===== src/rtl/mcs51_timer_bank.sv =====
// 8051-style timer/counter bank: NUM_TIMERS channels with modes 0-3, gate control,
// synchronised external count/gate pins and per-channel overflow interrupts.
module mcs51_timer_bank #(
    parameter int NUM_TIMERS = 2,
    parameter int PRESCALE   = 12,
    parameter int CH_W       = 3
) (
    input  logic                  clk,
    input  logic                  reset,
    input  logic                  sfr_wr,
    input  logic [CH_W-1:0]       sfr_ch,
    input  logic [1:0]            sfr_reg,
    input  logic [7:0]            sfr_wdata,
    output logic [7:0]            sfr_rdata,
    input  logic [NUM_TIMERS-1:0] t_pin,
    input  logic [NUM_TIMERS-1:0] int_pin,
    input  logic [NUM_TIMERS-1:0] int_ack,
    output logic [NUM_TIMERS-1:0] irq
);

    localparam int              PS_W    = (PRESCALE > 1) ? $clog2(PRESCALE) : 1;
    localparam logic [PS_W-1:0] PS_LAST = PS_W'(PRESCALE - 1);
    localparam logic [CH_W:0]   NUM_L   = (CH_W + 1)'(NUM_TIMERS);

    logic [PS_W-1:0]         ps_r;
    logic                    tick_s;
    logic [NUM_TIMERS-1:0]   t_meta_r;
    logic [NUM_TIMERS-1:0]   t_sync_r;
    logic [NUM_TIMERS-1:0]   t_hist_r;
    logic [NUM_TIMERS-1:0]   i_meta_r;
    logic [NUM_TIMERS-1:0]   i_sync_r;
    logic [NUM_TIMERS-1:0]   t_fall_s;
    logic [NUM_TIMERS*8-1:0] tl_all_s;
    logic [NUM_TIMERS*8-1:0] th_all_s;
    logic [NUM_TIMERS*8-1:0] mode_all_s;
    logic [NUM_TIMERS*8-1:0] ctrl_all_s;
    logic [NUM_TIMERS*8-1:0] reg_vec_s;

    assign tick_s   = (ps_r == PS_LAST);
    assign t_fall_s = t_hist_r & ~t_sync_r;

    // Free-running machine-cycle prescaler shared by every channel
    always_ff @(posedge clk) begin
        if (reset) begin
            ps_r <= {PS_W{1'b0}};
        end else if (tick_s) begin
            ps_r <= {PS_W{1'b0}};
        end else begin
            ps_r <= ps_r + PS_W'(1'b1);
        end
    end

    // Pin synchronisers; idle-high so no spurious fall is seen after reset
    always_ff @(posedge clk) begin
        if (reset) begin
            t_meta_r <= {NUM_TIMERS{1'b1}};
            t_sync_r <= {NUM_TIMERS{1'b1}};
            t_hist_r <= {NUM_TIMERS{1'b1}};
            i_meta_r <= {NUM_TIMERS{1'b1}};
            i_sync_r <= {NUM_TIMERS{1'b1}};
        end else begin
            t_meta_r <= t_pin;
            t_sync_r <= t_meta_r;
            t_hist_r <= t_sync_r;
            i_meta_r <= int_pin;
            i_sync_r <= i_meta_r;
        end
    end

    for (genvar i = 0; i < NUM_TIMERS; i++) begin : g_ch
        logic [7:0]  tl_r;
        logic [7:0]  th_r;
        logic [3:0]  mode_r;
        logic        tr_r;
        logic        tf_r;
        logic        tf2_r;
        logic        sel_s;
        logic        wr_tl_s;
        logic        wr_th_s;
        logic        wr_mode_s;
        logic        wr_ctrl_s;
        logic        run_s;
        logic        inc_s;
        logic        th_inc_s;
        logic        tl_ovf_s;
        logic        th_ovf_s;
        logic        tf_nxt_s;
        logic        tf2_nxt_s;
        logic [7:0]  tl_cnt_s;
        logic [7:0]  th_cnt_s;
        logic [12:0] c13_s;
        logic [15:0] c16_s;

        assign sel_s     = sfr_wr & (sfr_ch == CH_W'(i));
        assign wr_tl_s   = sel_s & (sfr_reg == 2'd0);
        assign wr_th_s   = sel_s & (sfr_reg == 2'd1);
        assign wr_mode_s = sel_s & (sfr_reg == 2'd2);
        assign wr_ctrl_s = sel_s & (sfr_reg == 2'd3);

        // Counting per mode; a software write to a half cancels that cycle's increment
        always_comb begin
            run_s    = tr_r & (~mode_r[3] | i_sync_r[i]);
            inc_s    = run_s & (mode_r[2] ? t_fall_s[i] : tick_s);
            th_inc_s = run_s & tick_s;
            c13_s    = {th_r, tl_r[4:0]} + 13'd1;
            c16_s    = {th_r, tl_r} + 16'd1;
            tl_cnt_s = tl_r;
            th_cnt_s = th_r;
            tl_ovf_s = 1'b0;
            th_ovf_s = 1'b0;
            case (mode_r[1:0])
                2'd0: begin
                    if (inc_s & ~wr_tl_s & ~wr_th_s) begin
                        tl_cnt_s = {tl_r[7:5], c13_s[4:0]};
                        th_cnt_s = c13_s[12:5];
                        tl_ovf_s = (c13_s == 13'd0);
                    end else begin
                        tl_ovf_s = 1'b0;
                    end
                end
                2'd1: begin
                    if (inc_s & ~wr_tl_s & ~wr_th_s) begin
                        tl_cnt_s = c16_s[7:0];
                        th_cnt_s = c16_s[15:8];
                        tl_ovf_s = (c16_s == 16'd0);
                    end else begin
                        tl_ovf_s = 1'b0;
                    end
                end
                2'd2: begin
                    if (inc_s & ~wr_tl_s & (tl_r == 8'hFF)) begin
                        tl_cnt_s = th_r;
                        tl_ovf_s = 1'b1;
                    end else if (inc_s & ~wr_tl_s) begin
                        tl_cnt_s = tl_r + 8'd1;
                    end else begin
                        tl_cnt_s = tl_r;
                    end
                end
                2'd3: begin
                    if (inc_s & ~wr_tl_s) begin
                        tl_cnt_s = tl_r + 8'd1;
                        tl_ovf_s = (tl_r == 8'hFF);
                    end else begin
                        tl_cnt_s = tl_r;
                    end
                    if (th_inc_s & ~wr_th_s) begin
                        th_cnt_s = th_r + 8'd1;
                        th_ovf_s = (th_r == 8'hFF);
                    end else begin
                        th_cnt_s = th_r;
                    end
                end
                default: begin
                    tl_cnt_s = tl_r;
                    th_cnt_s = th_r;
                end
            endcase
        end

        // Flag priority: hardware overflow, then acknowledge, then software write
        always_comb begin
            if (tl_ovf_s) begin
                tf_nxt_s = 1'b1;
            end else if (int_ack[i]) begin
                tf_nxt_s = 1'b0;
            end else if (wr_ctrl_s) begin
                tf_nxt_s = sfr_wdata[1];
            end else begin
                tf_nxt_s = tf_r;
            end
            if (th_ovf_s) begin
                tf2_nxt_s = 1'b1;
            end else if (int_ack[i]) begin
                tf2_nxt_s = 1'b0;
            end else if (wr_ctrl_s) begin
                tf2_nxt_s = sfr_wdata[2];
            end else begin
                tf2_nxt_s = tf2_r;
            end
        end

        // Channel state registers
        always_ff @(posedge clk) begin
            if (reset) begin
                tl_r   <= 8'h00;
                th_r   <= 8'h00;
                mode_r <= 4'h0;
                tr_r   <= 1'b0;
                tf_r   <= 1'b0;
                tf2_r  <= 1'b0;
            end else begin
                tl_r  <= wr_tl_s ? sfr_wdata : tl_cnt_s;
                th_r  <= wr_th_s ? sfr_wdata : th_cnt_s;
                tf_r  <= tf_nxt_s;
                tf2_r <= tf2_nxt_s;
                if (wr_mode_s) begin
                    mode_r <= sfr_wdata[3:0];
                end
                if (wr_ctrl_s) begin
                    tr_r <= sfr_wdata[0];
                end
            end
        end

        assign tl_all_s[i*8 +: 8]   = tl_r;
        assign th_all_s[i*8 +: 8]   = th_r;
        assign mode_all_s[i*8 +: 8] = {4'h0, mode_r};
        assign ctrl_all_s[i*8 +: 8] = {5'b00000, tf2_r, tf_r, tr_r};
        assign irq[i]               = tf_r | tf2_r;
    end

    // Register read-back; unimplemented channels read as zero
    always_comb begin
        case (sfr_reg)
            2'd0:    reg_vec_s = tl_all_s;
            2'd1:    reg_vec_s = th_all_s;
            2'd2:    reg_vec_s = mode_all_s;
            2'd3:    reg_vec_s = ctrl_all_s;
            default: reg_vec_s = tl_all_s;
        endcase
        if ({1'b0, sfr_ch} < NUM_L) begin
            sfr_rdata = 8'(reg_vec_s >> {sfr_ch, 3'b000});
        end else begin
            sfr_rdata = 8'h00;
        end
    end

endmodule

===== config.mk =====
export PLATFORM = sky130hd
export DESIGN_NAME = mcs51_timer_bank
export DESIGN_NICKNAME = d
export VERILOG_FILES = /design/src/rtl/mcs51_timer_bank.sv
export SDC_FILE = /design/constraint.sdc
export NUM_CORES = 1
export LEC_CHECK = 0
export CAP_MARGIN = 20
export CORE_MARGIN = 2
export CORE_UTILIZATION = 47
export CTS_CLUSTER_DIAMETER = 100
export DETAILED_ROUTE_END_ITERATION = 8
export GPL_TIMING_DRIVEN = 0
export PLACE_DENSITY = 0.66
export SLEW_MARGIN = 5
export SYNTH_ARGS = -nofsm -noshare
export SYNTH_HDL_FRONTEND = slang
export SYNTH_SLANG_ARGS = --single-unit

===== constraint.sdc =====
create_clock -name clk -period 3.7 [get_ports clk]
set_input_delay 0.925 -clock clk [delete_from_list [all_inputs] [get_ports clk]]
set_output_delay 0.925 -clock clk [all_outputs]
set_load 0.005 [all_outputs]

==> impl_metrics.tcl <==
set metrics [dict create \
    drt-met1-wl_um 8141 \
    dr_wl_met3_um 2121 \
    cp-end-kind "output port" \
    cts.clk_slew.worst_paths_ns 0.06 \
    cts_tree "done" \
    ys.flop_type "dfxtp_1" \
    rsz0062_at_grt "no" \
    drive_gt1_share_pct 10.67 \
    p_sw_w 0.0004833 \
    grt_pass1_vias 5799 \
    core_um2 11320 \
    row_count 39 \
    yosys.area_share.simple_pct 30.04 \
    leakagePower_nw 2.038 \
    finClkSkew_ns 0.008830 \
    whs_ns 0.4049 \
    status "completed" \
    drv_cap 0 \
    worst_slack_ns 0.04926 \
    vdd_drop_max_uv 203.6 \
    die_w_um 111.4 \
    finalCritPeriodShare_pct 98.67 \
    clk_latency_ns 0.35 \
    setup_viol 0 \
    muxShareOfSynthArea_pct 6.765 \
    seq_power_share_pct 38.6 \
    layout-area-overhead-vs-synth_pct 14.02 \
    detail_route.wl_per_cell_um 22.60 \
    initial_core_util_pct 47.87 \
    htree_levels 3 \
    drt_first_pass_iters 6 \
    drv_slew 0 \
    max_slew_margin_pct 44.26 \
    dr.first_iter.drc_count 707 \
    syn_avg_cell_area_um2 7.373 \
    synth-seq-cells 60 \
    antenna_found_initial 0 \
    synth_area_um2 5419 \
    hold_viol_final 0 \
    ant_nets 0 \
    portBuffers 25 \
    layout.cells.non_filler 921 \
    async_flop_share_pct 0 \
    critPathArrivalTime_ns 2.73 \
    combPwrFrac_pct 11.8 \
    yosys-top-cells-area "dfxtp_1 22%, a21oi_1 5.0%, nand2_1 4.8%" \
    power_density_nw_per_um2 281.9 \
    synth_warnings 0 \
    synth_xor_area_share_pct 4.202 \
    cts_sinks 60 \
    hold_path.class "reg2reg" \
    seq_area_frac_synth_pct 22.17 \
    crit_fanout 6 \
    synth_top_family_by_area "simple AND/OR/NAND/NOR gates" \
    met2_wirelength_um 9519 \
    ys_types 79 \
    dieArea_um2 12400 \
    yosys.area.top_type_share_pct 22.17 \
    yosys.area.top_type "dfxtp_1" \
    worstSetupStartpointType "input pin" \
    cp.required_ns 2.77 \
    routed_via_density 6.832 \
    grtUsageTotal_pct 33.01 \
    post-route-util_pct 54.58 \
    setup_tns_ns 0 \
    drc 0 \
    syn_inst 735 \
    overflow 0 \
    numCtsBuffers 9 \
    synth-compound-area-share_pct 27.61 \
    clock_path_buffers 2 \
    dpl.hpwl_um 15080 \
    highest_layer "met4" \
    place_inst 903 \
    diodes 0 \
    intPower_w 0.001259 \
    root_buffer "clkbuf_16" \
    synth-edff-count 0 \
    grt_pass1_wl_um 32350 \
    vias 6292 \
    grt_max_degree 12 \
    pre_cts_slack_ns -0.6638 \
    tightest_slew_ns 0.8274 \
    path_class "in2out" \
    die-height_um 111.4 \
    swShare_pct 27.74 \
    routabilityCongestion 1.048 \
    fmax_mhz 273.9 \
    io_pins 32 \
    synth_fa_ha_area_share_pct 2.540 \
    layout.nets 806 \
    layout_min_cycle_time_ns 3.651 \
    pwr-share-clk_pct 49.6 \
    routed_wl_um 20810 \
    synth_nets 768 \
]
==> power by group through the flow <==
stage / Clock [W] / Combinational [W] / Sequential, W
after floorplan: 0 / 0.000120 / 0.000683
after global placement: 0 / 0.000192 / 0.000685
after detailed placement: 0 / 0.000195 / 0.000686
after CTS: 0.000865 / 0.000199 / 0.000672
after global routing: 0.000883 / 0.000218 / 0.000673
final: 0.000865 / 0.000205 / 0.000672
==> cell families (layout without fill, tap and decap cells) <==
family	count (synthesis)	in the layout
AO/OA/AOI/OAI	215	215
XOR/XNOR	26	26
buffers and inverters	88	131
adder cells (fa/ha/maj)	11	11
flip-flops	60	60
AND/OR/NAND/NOR	311	311
multiplexers	24	24
==> synthesized netlist by cell type, types with 4 or more instances <==
cell type,instances
nand2_1,70
o211ai_1,6
inv_1,19
nor2b_1,8
or3_1,5
o32a_1,4
and2_1,6
mux4_2,10
mux2i_1,13
buf_2,16
or4_1,5
nor2_1,58
o21ai_0,30
a311oi_1,6
o31ai_1,8
and3_1,14
dfxtp_1,60
nor3_1,27
o32ai_1,8
a21o_1,5
nand4_1,15
ha_1,11
xnor2_1,18
xor2_1,8
nand2b_1,8
nand3_1,38
a21oi_1,54
o221ai_1,5
a22oi_1,8
nor4_1,13
or2_2,18
a211oi_1,10
a31oi_1,21
and4_1,6
clkbuf_1,48
==> layout make-up <==
cell class	instances	area (um2)
multi-input combinational	587	3864
fill	1140	5142
buffer	69	307.8
clock buffer	10	229.0
tap	143	178.9
clock inverter	6	65.06
sequential	60	1201
timing repair buffer	27	257.7
inverter	19	75.07
==> metal layers <==
layer / global-route usage, % / vias up
li1: - / 2843
met1: 43.06 / 2961
met2: 53.01 / 404
met3: 5.988 / 84
met4: 15.88 / 0
met5: 0 / -
==> worst max-delay path, stage by stage <==
cell and delay (ns):
clkdlybuf4s50_1 0.55, buf_6 0.17, mux4_2 0.48, nor2b_1 0.15, clkdlybuf4s50_1 0.44
==> through the flow <==
step / area [um2] / power (W)
floorplan: 5419 / 0.0008028
global placement: 5848 / 0.0008770
detailed placement: 5848 / 0.0008806
CTS: 6178 / 0.001736
global route: 6178 / 0.001775
finish: 6178 / 0.001742
==> final timing paths <==
check / startpoint / endpoint / slack, ns / cells past startpoint
setup / recovery: sfr_ch[0] / sfr_rdata[4] / 0.05 / 5
hold / removal: i_meta_r[0] / i_sync_r[0] / 0.40 / 1
setup reg to reg: g_ch[0].tl_r[1] / g_ch[0].tl_r[0] / 0.69 / 7
hold reg to reg: i_meta_r[0] / i_sync_r[0] / 0.40 / 1
==> layout by cell type (no fill, tap or decap), types with 18 or more instances in the layout <==
| master | n |
|---|---|
| dfxtp_1 | 60 |
| nand2_1 | 70 |
| o21ai_0 | 30 |
| nand3_1 | 38 |
| inv_1 | 18 |
| clkbuf_1 | 48 |
| nor3_1 | 27 |
| or2_2 | 18 |
| clkdlybuf4s50_1 | 22 |
| a21oi_1 | 54 |
| xnor2_1 | 18 |
| nor2_1 | 58 |
| a31oi_1 | 21 |
==> repair_timing <==
action | CTS | global route
pin swaps | 0 | 0
hold buffers | 0 | 0
setup endpoints to repair | 8 | 3
gates resized for setup | 10 | 6
buffers inserted | 2 | 0
==> registers in the layout, indices dropped and copies added, names as in the netlist <==
register / cells
t_sync_r: 2
t_hist_r: 2
g_ch.tr_r: 2
g_ch.tf_r: 2
ps_r: 4
g_ch.tf2_r: 2
g_ch.th_r: 16
g_ch.mode_r: 8
i_sync_r: 2
t_meta_r: 2
g_ch.tl_r: 16
i_meta_r: 2
Power figures use the tool's default switching activity.
